### config.mk
export PLATFORM = sky130hd
export DESIGN_NAME = mem_access_sequencer
export DESIGN_NICKNAME = d
export VERILOG_FILES = /design/src/rtl/mem_access_sequencer.sv
export SDC_FILE = /design/constraint.sdc
export NUM_CORES = 1
export LEC_CHECK = 0
export CAP_MARGIN = 30
export CORE_ASPECT_RATIO = 1.4
export CORE_MARGIN = 2
export CORE_UTILIZATION = 49
export DETAILED_ROUTE_END_ITERATION = 8
export GPL_TIMING_DRIVEN = 0
export PLACE_DENSITY_LB_ADDON = 0.15
export SYNTH_ARGS = -nofsm -noshare
export SYNTH_HDL_FRONTEND = slang
export SYNTH_SLANG_ARGS = --single-unit
### constraint.sdc
create_clock -name clk -period 2.95 [get_ports clk]
set_clock_uncertainty 0.05 [all_clocks]
set_input_delay 0.7375 -clock clk [delete_from_list [all_inputs] [get_ports clk]]
set_output_delay 0.7375 -clock clk [all_outputs]
set_load 0.1 [all_outputs]
### src/rtl/mem_access_sequencer.sv
// mem_access_sequencer
// Performs a chain of up to MAX_DEPTH memory accesses for one request. The
// first access goes to base_addr. Every access except the last is a read, and
// the data it returns becomes the address of the next access. The last access
// is a read into rdata, or a write of the latched wdata.
//
// Parameters: WIDTH (data/address width), MAX_DEPTH (max accesses per
//             operation), TIMEOUT (watchdog limit in cycles).
// Ports:      clk, reset (synchronous, active-high)
//             start, num_access, is_store, base_addr, wdata  - request
//             busy, done, error, rdata                      - status/result
//             mem_address, mem_wdata, mem_read, mem_write   - memory request
//             mem_resp, mem_rdata                           - memory response
// Optional:   `define MEM_TIMEOUT_EN to enable the response watchdog. Without
//             it, error is tied low and an access waits for mem_resp forever.
module mem_access_sequencer #(
    parameter  int unsigned WIDTH     = 16,
    parameter  int unsigned MAX_DEPTH = 2,
    parameter  int unsigned TIMEOUT   = 255,
    localparam int unsigned CNT_W     = $clog2(MAX_DEPTH + 1)
) (
    input  logic             clk,
    input  logic             reset,
    input  logic             start,
    input  logic [CNT_W-1:0] num_access,
    input  logic             is_store,
    input  logic [WIDTH-1:0] base_addr,
    input  logic [WIDTH-1:0] wdata,
    output logic             busy,
    output logic             done,
    output logic             error,
    output logic [WIDTH-1:0] rdata,
    output logic [WIDTH-1:0] mem_address,
    output logic [WIDTH-1:0] mem_wdata,
    output logic             mem_read,
    output logic             mem_write,
    input  logic             mem_resp,
    input  logic [WIDTH-1:0] mem_rdata
);

    localparam logic [CNT_W-1:0] MAX_CNT = CNT_W'(MAX_DEPTH);
    localparam logic [CNT_W-1:0] ONE_CNT = CNT_W'(1);

    typedef enum logic [1:0] {
        S_IDLE   = 2'd0,
        S_ACCESS = 2'd1,
        S_DONE   = 2'd2
    } state_t;

    state_t           state;
    logic [CNT_W-1:0] cnt;
    logic             store_q;
    logic [WIDTH-1:0] wdata_q;
    logic [CNT_W-1:0] num_clamped;
    logic             strobe;

    // Requests deeper than the sequencer supports are truncated
    assign num_clamped = (num_access > MAX_CNT) ? MAX_CNT : num_access;
    assign strobe      = mem_read | mem_write;

`ifdef MEM_TIMEOUT_EN
    localparam int unsigned WD_W = (TIMEOUT > 1) ? $clog2(TIMEOUT) : 1;
    localparam logic [WD_W-1:0] WD_LAST = WD_W'(TIMEOUT - 1);

    logic [WD_W-1:0] wd_cnt;
    logic            error_q;

    assign error = error_q;
`else
    assign error = 1'b0;
`endif

    // Sequencer FSM with registered outputs
    always_ff @(posedge clk) begin
        if (reset) begin
            state       <= S_IDLE;
            cnt         <= '0;
            store_q     <= 1'b0;
            wdata_q     <= '0;
            busy        <= 1'b0;
            done        <= 1'b0;
            rdata       <= '0;
            mem_address <= '0;
            mem_wdata   <= '0;
            mem_read    <= 1'b0;
            mem_write   <= 1'b0;
`ifdef MEM_TIMEOUT_EN
            wd_cnt      <= '0;
            error_q     <= 1'b0;
`endif
        end else begin
            done <= 1'b0;
`ifdef MEM_TIMEOUT_EN
            error_q <= 1'b0;
`endif
            case (state)
                S_IDLE: begin
                    if (start) begin
                        store_q <= is_store;
                        wdata_q <= wdata;
                        busy    <= 1'b1;
                        if (num_clamped == '0) begin
                            cnt   <= '0;
                            done  <= 1'b1;
                            state <= S_DONE;
                        end else begin
                            cnt         <= num_clamped;
                            mem_address <= base_addr;
                            // A single-access store goes straight to the write
                            if (num_clamped == ONE_CNT && is_store) begin
                                mem_write <= 1'b1;
                                mem_wdata <= wdata;
                            end else begin
                                mem_read <= 1'b1;
                            end
`ifdef MEM_TIMEOUT_EN
                            wd_cnt <= '0;
`endif
                            state <= S_ACCESS;
                        end
                    end
                end

                S_ACCESS: begin
                    if (strobe) begin
                        if (mem_resp) begin
                            mem_read  <= 1'b0;
                            mem_write <= 1'b0;
`ifdef MEM_TIMEOUT_EN
                            wd_cnt <= '0;
`endif
                            if (cnt == ONE_CNT) begin
                                cnt   <= '0;
                                done  <= 1'b1;
                                state <= S_DONE;
                                if (!store_q) begin
                                    rdata <= mem_rdata;
                                end
                            end else begin
                                // Pointer returned by this read addresses the next access
                                cnt         <= cnt - ONE_CNT;
                                mem_address <= mem_rdata;
                            end
                        end
`ifdef MEM_TIMEOUT_EN
                        else if (wd_cnt == WD_LAST) begin
                            mem_read  <= 1'b0;
                            mem_write <= 1'b0;
                            busy      <= 1'b0;
                            error_q   <= 1'b1;
                            cnt       <= '0;
                            wd_cnt    <= '0;
                            state     <= S_IDLE;
                        end else begin
                            wd_cnt <= wd_cnt + WD_W'(1);
                        end
`endif
                    end else begin
                        // Gap cycle after a response: launch the next access
                        if (cnt == ONE_CNT && store_q) begin
                            mem_write <= 1'b1;
                            mem_wdata <= wdata_q;
                        end else begin
                            mem_read <= 1'b1;
                        end
`ifdef MEM_TIMEOUT_EN
                        wd_cnt <= '0;
`endif
                    end
                end

                S_DONE: begin
                    busy  <= 1'b0;
                    state <= S_IDLE;
                end

                default: begin
                    busy      <= 1'b0;
                    mem_read  <= 1'b0;
                    mem_write <= 1'b0;
                    cnt       <= '0;
                    state     <= S_IDLE;
                end
            endcase
        end
    end

endmodule

# After elaboration in Yosys (flattened, before gate mapping)
# Index checks and enable logic that the tools add are counted.
[totals]
regBits = 73
inputBits = 55
out_inout_bits = 53
word_cells = 94
[op_classes]
addsub = 1
order_cmp = 1
n_eq_ne = 17
n_mux = 46
bitwise = 4
reduce_logical = 14
[op_table]
columns = ["op", "count"]
rows = [
  ["$mux 16", 10],
  ["$pmux 16 s2", 2],
  ["$reduce_and 6->1", 4],
  ["$mux 2", 11],
  ["$ne 2x2->1 const B", 10],
  ["$mux 1", 17],
  ["$ne 3x3->1 const B", 3],
  ["$reduce_and 4->1", 2],
  ["$eq 2x1->1 const B", 3],
  ["$pmux 1 s3", 2],
  ["$pmux 2 s3", 1],
  ["$reduce_and 5->1", 1],
  ["$logic_not 2->1", 2],
  ["$pmux 1 s2", 2],
  ["$pmux 2 s2", 1],
  ["$reduce_and 2->1", 2],
  ["$not 1->1", 3],
  ["$eq 2x2->1 const B", 1],
  ["$gt 2x2->1 const B", 1],
  ["$logic_and 1x1->1", 2],
  ["$reduce_bool 2->1", 1],
  ["$sub 2x1->2 const B", 1],
  ["$or 1x1->1", 1],
]

# Longest topological paths before layout
# Gate-level depths: netlist (run 1).
[depth]
word_depth = 8
ltp_mapped = 8
ltp_nobuf = 6

# Least setup slack after synthesis (run 1)
# No wires, ideal clock.
[synth_path]
path_type = "reg2reg"
startpoint = "reg mem_write"
endpoint = "reg mem_address[11]"
setup_ps = 88
arrival_ps = 2215
required_time_ps = 2812
path_slack_ps = 597
path_stages_with_launch = 6
n_path_buf = 1
period_less_slack_ps = 2353
path_cell_list = "dfxtp_1 -> o21ai_0 -> o32ai_4 -> buf_6 -> nor2_1 -> a311oi_2"
[synth_via]
elab_chain_len = 3
[synth_rtl]
columns = ["item", "line", "rtl"]
rows = [
  ["from (decl)", "36", "output logic mem_write,"],
  ["from (signal assigned)", "86", "mem_write <= 1'b0;"],
  ["from (signal assigned)", "111", "mem_write <= 1'b1;"],
  ["from (signal assigned)", "128", "mem_write <= 1'b0;"],
  ["$or 1x1->1", "59", "assign strobe = mem_read | mem_write;"],
  ["$ne 2x2->1 (no line)", "n/a", ""],
  ["$reduce_and 6->1 (no line)", "n/a", ""],
  ["to (signal assigned)", "108", "mem_address <= base_addr;"],
  ["to (signal assigned)", "142", "mem_address <= mem_rdata;"],
  ["to (decl)", "33", "output logic [WIDTH-1:0] mem_address,"],
]
# Every way passes these cells.
# A chain may end at the register's enable or synchronous reset.

# Final worst setup path (run 1)
[layout_path]
startpoint = "reg mem_write"
endpoint = "out mem_write"
# No word-level cell between the ends.

==> results by group, run 1 <==
Run status
  – Outcome: completed

Detailed routing
  – Drt total wl: roughly 8200 um
  – Vias per Instance: 5.397
  – Vias: a little under 3000
  – 1st-pass router iterations: 4
  – Drt drc: 0
  – DRT iter0 DRCs: between 150 and 200
  – ANT nets after route: 0
  – Average wire per standard cell: between 15 and 20 um

Timing
  – Max Freq: around 370 MHz
  – Relative slew slack: 32.04%
  – Worst Hold Margin: between 0.4 and 0.5 ns
  – Slew @ Worst Pin: between 1 and 1.5 ns
  – Final hold viol count: 0
  – Final period utilization: 92.02%
  – Final setup fails: 0
  – Min Tclk post-route: between 2 and 3 ns
  – Final TNS setup: 0 ns
  – Max Transition Viols Final: 0
  – RSZ-0062 raised after global routing: false

Synth
  – Synth Register Bits: 73
  – Synth Warn #: 0
  – EDFF count, synth: 0
  – Asr flop ratio synth: 0%
  – Syn_nets: 410
  – Cells after Synth: between 300 and 400
  – Mean Syn Cell Area: between 9 and 10 um^2
  – Post-synthesis sequential area ratio: between 40% and 50%
  – Top FF cell, synth: dfxtp_1
  – Cell area after synthesis: about 3200 um^2
  – Yosys cell types: 35

Placement
  – Final Wtd Congestion: slightly above 0.8
  – Post-DP HPWL: around 6000 um
  – IO Port Bufs: around 110

Power and ir drop
  – Sequential power share: approximately two fifths
  – NetSw: between 0.0009 and 0.001 W
  – Clock group share of total power: between 30% and 40%
  – P_int: 0.001696 W
  – Total leakage power: between 1.5 and 2 nW
  – VDD IR max: between 0.4 and 0.5 mV
  – Power per cell area: about 570 nW/um^2
  – Net Sw Frac: between 30% and 40%
  – Combinational Power Share: 28.1%

Global route
  – GRT overflow: 0
  – Initial antenna violation count: 0
  – Vias in the first global route: just under 3000
  – First-pass GRT wire length: between 10000 and 15000 um
  – Largest net degree at the start of global routing: 14
  – Gr usage total: a little under a quarter

Floorplanning
  – Initial core utilization: between 50 and 60%
  – Die height: approximately 100 um
  – Core ar.: approximately 6300 um^2
  – Rows: 34
  – DIE AREA: between 7000 and 8000 um^2
  – Top Ports: 108
  – Width of the chip: 72.41 um

Clocking
  – CTS clk-pin slew, worst paths: approximately 0.080 ns
  – Clock Latency Late Sink: about 0.35 ns
  – Post-CTS Setup Bufs: 0
  – Clk sinks: 73
  – Htree depth: 3
  – CTS root buffer: clkbuf_8
  – CTS tree: done
  – CTS buffer count: 9
  – Hold buffers post-CTS: 0
  – CTS max path bufs: 2
  – PostCTS Resize Cnt: 0

Cells and area
  – Antenna Cells: 0
  – Commonest non-fill, non-tap cells in the layout: 105 x clkdlybuf4s50_1, 76 x nand2_1, 73 x dfxtp_1
  – Commonest non-fill, non-tap cell in the layout: clkdlybuf4s50_1
  – Share of cells above drive strength 1: 10.11%
  – Area Overhead vs Synth: 41.89%
  – Total Nets Final: roughly 530

Critical path
  – Max incr delay on CP: 1.16 ns
  – Crit path DAT: roughly 1.9 ns
  – CP bufs+invs: 1
  – Crit. End Element: output pin
  – Top delay family on crit path: buffers and inverters
  – Critical path's slowest cell: clkdlybuf4s50_1
  – Crit Path Class: reg -> out
  – CP Cell Sequence: clkdlybuf4s50_1
  – Critical path launch point type: flop
  – Worst-path maximum fanout: 6
  – Required time of the worst setup path: between 2 and 2.5 ns

Job
  – MaxCap Viol Count: 0

Min path
  – Hold WC Path Type: reg -> reg
## per-stage QoR
stage	utilization [%]	total power, W	instances	area, um^2	setup slack, ns
3_3_place_gp	69.12	0.001823	531	4352	0.3774
6_report	72.36	0.002609	547	4556	0.2353
5_1_grt	72.36	0.002708	547	4556	0.1808
3_5_place_dp	69.12	0.001834	531	4352	0.3177
4_1_cts	72.36	0.002620	547	4556	0.2238
2_1_floorplan	-	0.001616	354	3211	0.5971
## path summary, 6_finish.rpt
kind / start / slack [ns] / cells after the start / to
worst max register to register: cnt[0] / 0.93 / 7 / rdata[5]
worst min register to register: wdata_q[1] / 0.41 / 2 / wdata_q[1]
worst max-delay path: mem_write / 0.24 / 1 / mem_write
worst min-delay path: wdata_q[1] / 0.41 / 2 / wdata_q[1]
## power groups by stage
stage	clock network (W)	registers, W	logic, W
after detailed placement	0	0.00110	0.000733
after global placement	0	0.00110	0.000725
after floorplan	0	0.00137	0.000244
after global routing	0.000846	0.00109	0.000775
after CTS	0.000805	0.00108	0.000736
final	0.000797	0.00108	0.000733
## layer usage
metal  routed length (um)  up-vias  GRT usage, %
li1                     -     1483             -
met1                 3291     1352         25.21
met2                 4235      102         42.77
met4                  177        0         9.829
met3                  530       15         5.924
met5                    0        -             0
## cell type report
type                            instances  area, um^2
Sequential cell                        73        1461
Inverter                                3       11.26
Fill cell                             513        1740
Buffer                                 31       170.2
Clock inverter                          6       66.31
Multi-Input combinational cell        247        1568
Timing Repair Buffer                  105        1051
Clock buffer                           10       137.6
Tap cell                               72       90.09
## sequential cells by signal, summed over array words and instances, names as in the netlist
signal	count
busy	1
cnt	2
done	1
mem_address	16
mem_read	1
mem_wdata	16
mem_write	1
rdata	16
state	2
store_q	1
wdata_q	16
## cell usage after synthesis (2+ instances only)
master	number	area, um^2
a21boi_0	3	22.52
a21oi_1	33	165.2
a311oi_1	18	157.7
a311oi_2	14	210.2
a32oi_1	2	17.52
and2_1	2	12.51
buf_2	7	35.03
buf_4	4	30.03
buf_6	4	45.04
clkbuf_1	15	56.30
dfxtp_1	73	1461
inv_1	2	7.510
mux2i_1	35	350.3
nand2_1	76	285.3
nor2_1	38	142.6
nor2b_1	2	12.51
nor3b_1	2	15.01
o21ai_0	6	30.03
or3_1	2	12.51
## cells by family after synthesis
| logic type | share of synthesized area (%) |
|---|---|
| compound gates | 20.97 |
| fa+ha+maj | 0.3896 |
| buf+inv | 5.650 |
| flops | 45.52 |
| mux | 11.26 |
| other cells | 0.1168 |
| simple gates | 16.09 |
No activity file was read; power rests on OpenSTA's default activity.
==> run 2: changes to the inputs <==
- CTS_CLUSTER_SIZE: unset -> 14
==> results of run 2 <==
Same layout as run 1: the final DEF is identical, and so are final timing and power.
==> run 3: changes to the inputs <==
- CORE_UTILIZATION: 49 -> 39
- CTS_BUF_LIST: unset -> sky130_fd_sc_hd__clkbuf_4
==> run 3 against run 2 <==
- power is 3.2% lower
- setup slack worse by 0.12 ns
- non-clock buffer count unchanged
- core utilization fell by 16 points
- hold slack improved by 0.0063 ns
- sequential power hardly changed
- critical path depth did not move
- global-route usage fell by 3.4 points
- cell area decreased by 0.11%
- maximum frequency decreased by 4.1%
- clock power fell by 11%
- flip-flop and latch count did not move
- highest routed layer unchanged
==> results by group, run 3 (same netlist as run 1, synthesis figures left out) <==
Detailed routing
  – Vias: 2949
  – Average wire per standard cell: around 15 um
  – DRT iter0 DRCs: 127
  – ANT nets after route: 0
  – Drt total wl: 8504 um
  – Vias per Instance: a little over 5
  – Drt drc: 0
  – 1st-pass router iterations: 4

Floorplanning
  – Top Ports: approximately 110
  – Rows: 39
  – Width of the chip: 80.68 um
  – Die height: 111.4 um
  – Core ar.: just over 8000 um^2
  – Initial core utilization: 39.64%
  – DIE AREA: roughly 9000 um^2

Cells and area
  – Commonest non-fill, non-tap cell in the layout: clkdlybuf4s50_1
  – Area Overhead vs Synth: 41.74%
  – Total Nets Final: about 530
  – Commonest non-fill, non-tap cells in the layout: 105 x clkdlybuf4s50_1, 76 x nand2_1, 73 x dfxtp_1
  – Share of cells above drive strength 1: a little under 10%
  – Antenna Cells: 0
  – Non-filler cells in the finished layout: around 580
  – Final Util: approximately 56%

Power and ir drop
  – Total power: 0.002525 W
  – Power per cell area: approximately 550 nW/um^2
  – Total leakage power: 1.748 nW
  – VDD IR max: 0.3433 mV

Critical path
  – Crit Path Class: reg -> out
  – R2R cell count: 7
  – Crit. End Element: output pin
  – Required time of the worst setup path: 2.16 ns
  – Top delay family on crit path: buffers and inverters
  – Number of cells on the critical path: 1
  – R2r endpoint: rdata[10]
  – CP Cell Sequence: clkdlybuf4s50_1
  – Max incr delay on CP: 1.17 ns
  – FF-to-FF Start: cnt[0]
  – CP bufs+invs: 1
  – FF-to-FF setup slack: ~0.96 ns
  – Critical path's slowest cell: clkdlybuf4s50_1
  – Critical path launch point type: flop
  – Crit path DAT: around 2 ns
  – Worst-path maximum fanout: 6

Timing
  – Final TNS setup: 0 ns
  – Slew @ Worst Pin: a little over 1 ns
  – Final hold viol count: 0
  – Final setup fails: 0
  – Max Freq: roughly 350 MHz
  – Worst Hold Margin: a little over 0.4 ns
  – Relative slew slack: between 30% and 40%
  – RSZ-0062 raised after global routing: false
  – Min Tclk post-route: approximately 2.8 ns
  – Final period utilization: 95.98%
  – Max Transition Viols Final: 0

Clocking
  – Clk sinks: 73
  – Htree depth: 3
  – CTS root buffer: clkbuf_4
  – Post-CTS Setup Bufs: 0
  – CTS max path bufs: 2
  – Clock Latency Late Sink: approximately 0.43 ns
  – CTS clk-pin slew, worst paths: roughly 0.13 ns
  – PostCTS Resize Cnt: 0
  – Hold buffers post-CTS: 0
  – CTS buffer count: 9
  – CTS tree: done

Job
  – MaxCap Viol Count: 0

Global route
  – First-pass GRT wire length: between 10000 and 15000 um
  – Largest net degree at the start of global routing: 14
  – Gr usage total: approximately a fifth
  – GRT overflow: 0
  – Vias in the first global route: roughly 3000
  – Initial antenna violation count: 0

Placement
  – Post-DP HPWL: 6412 um
  – Placed Cells incl. Taps: 561
  – IO Port Bufs: 105
  – Final Wtd Congestion: 0.8958

Min path
  – Min-delay src: wdata_q[9]
  – Worst Hold End: wdata_q[9]
  – Hold WC Path Type: reg -> reg
  – Worst hold path depth: 2

Run status
  – Outcome: completed
[run 3: cell count changes in the layout (fill, tap and decap cells not counted)]
cell,change
bufinv_16,+1
clkbuf_4,+9
clkbuf_8,-10
clkinv_1,+1
clkinv_4,+1
clkinvlp_4,-2
[run 3: how the worst max path moves through the flow]
stage,from,end,slack [ns]
floorplan,mem_write,mem_address[11],0.60
global placement,start,mem_wdata[7],0.31
detailed placement,start,mem_wdata[3],0.25
CTS,mem_write,mem_write,0.1
global route,mem_write,mem_write,0.05
finish,mem_write,mem_write,0.12
[run 3: final cells by class]
cell class / instances / area [um^2]
Fill cell: 774 / 3550
Buffer: 31 / 170.2
Inverter: 3 / 11.26
Tap cell: 102 / 127.6
Timing Repair Buffer: 105 / 1051
Clock buffer: 9 / 67.56
Sequential cell: 73 / 1461
Multi-Input combinational cell: 247 / 1568
Clock inverter: 7 / 93.84
[run 3: where the power goes]
group | leakage (nW) | total [W] | switching (W) | internal [W]
clock network | 0.0839 | 0.000713 | 0.000369 | 0.000343
registers | 0.597 | 0.00108 | 0.0000347 | 0.00104
logic | 1.07 | 0.000734 | 0.000496 | 0.000238
[run 3: metrics by stage]
stage,setup slack [ns],area [um^2]
after detailed placement,0.2510,4389
after global routing,0.05171,4551
after global placement,0.3133,4389
final,0.1185,4551
after floorplan,0.5971,3211
after CTS,0.09841,4551
[run 3: worst register-to-register path, cell delays in order, from the launching register on]
cell	delay (ns)
dfxtp_1	0.38
ha_1	0.32
o2111ai_1	0.22
or3_1	0.35
buf_4	0.18
buf_6	0.16
mux2i_1	0.15
nor2_1	0.05
[run 3: routing by layer]
layer	up-vias	global-route usage, %	share of wire, %
met2	87	34.44	51
met4	0	7.006	1.0
met3	11	7.699	7.6
met5	-	0	0
met1	1370	22.14	40
li1	1481	-	-
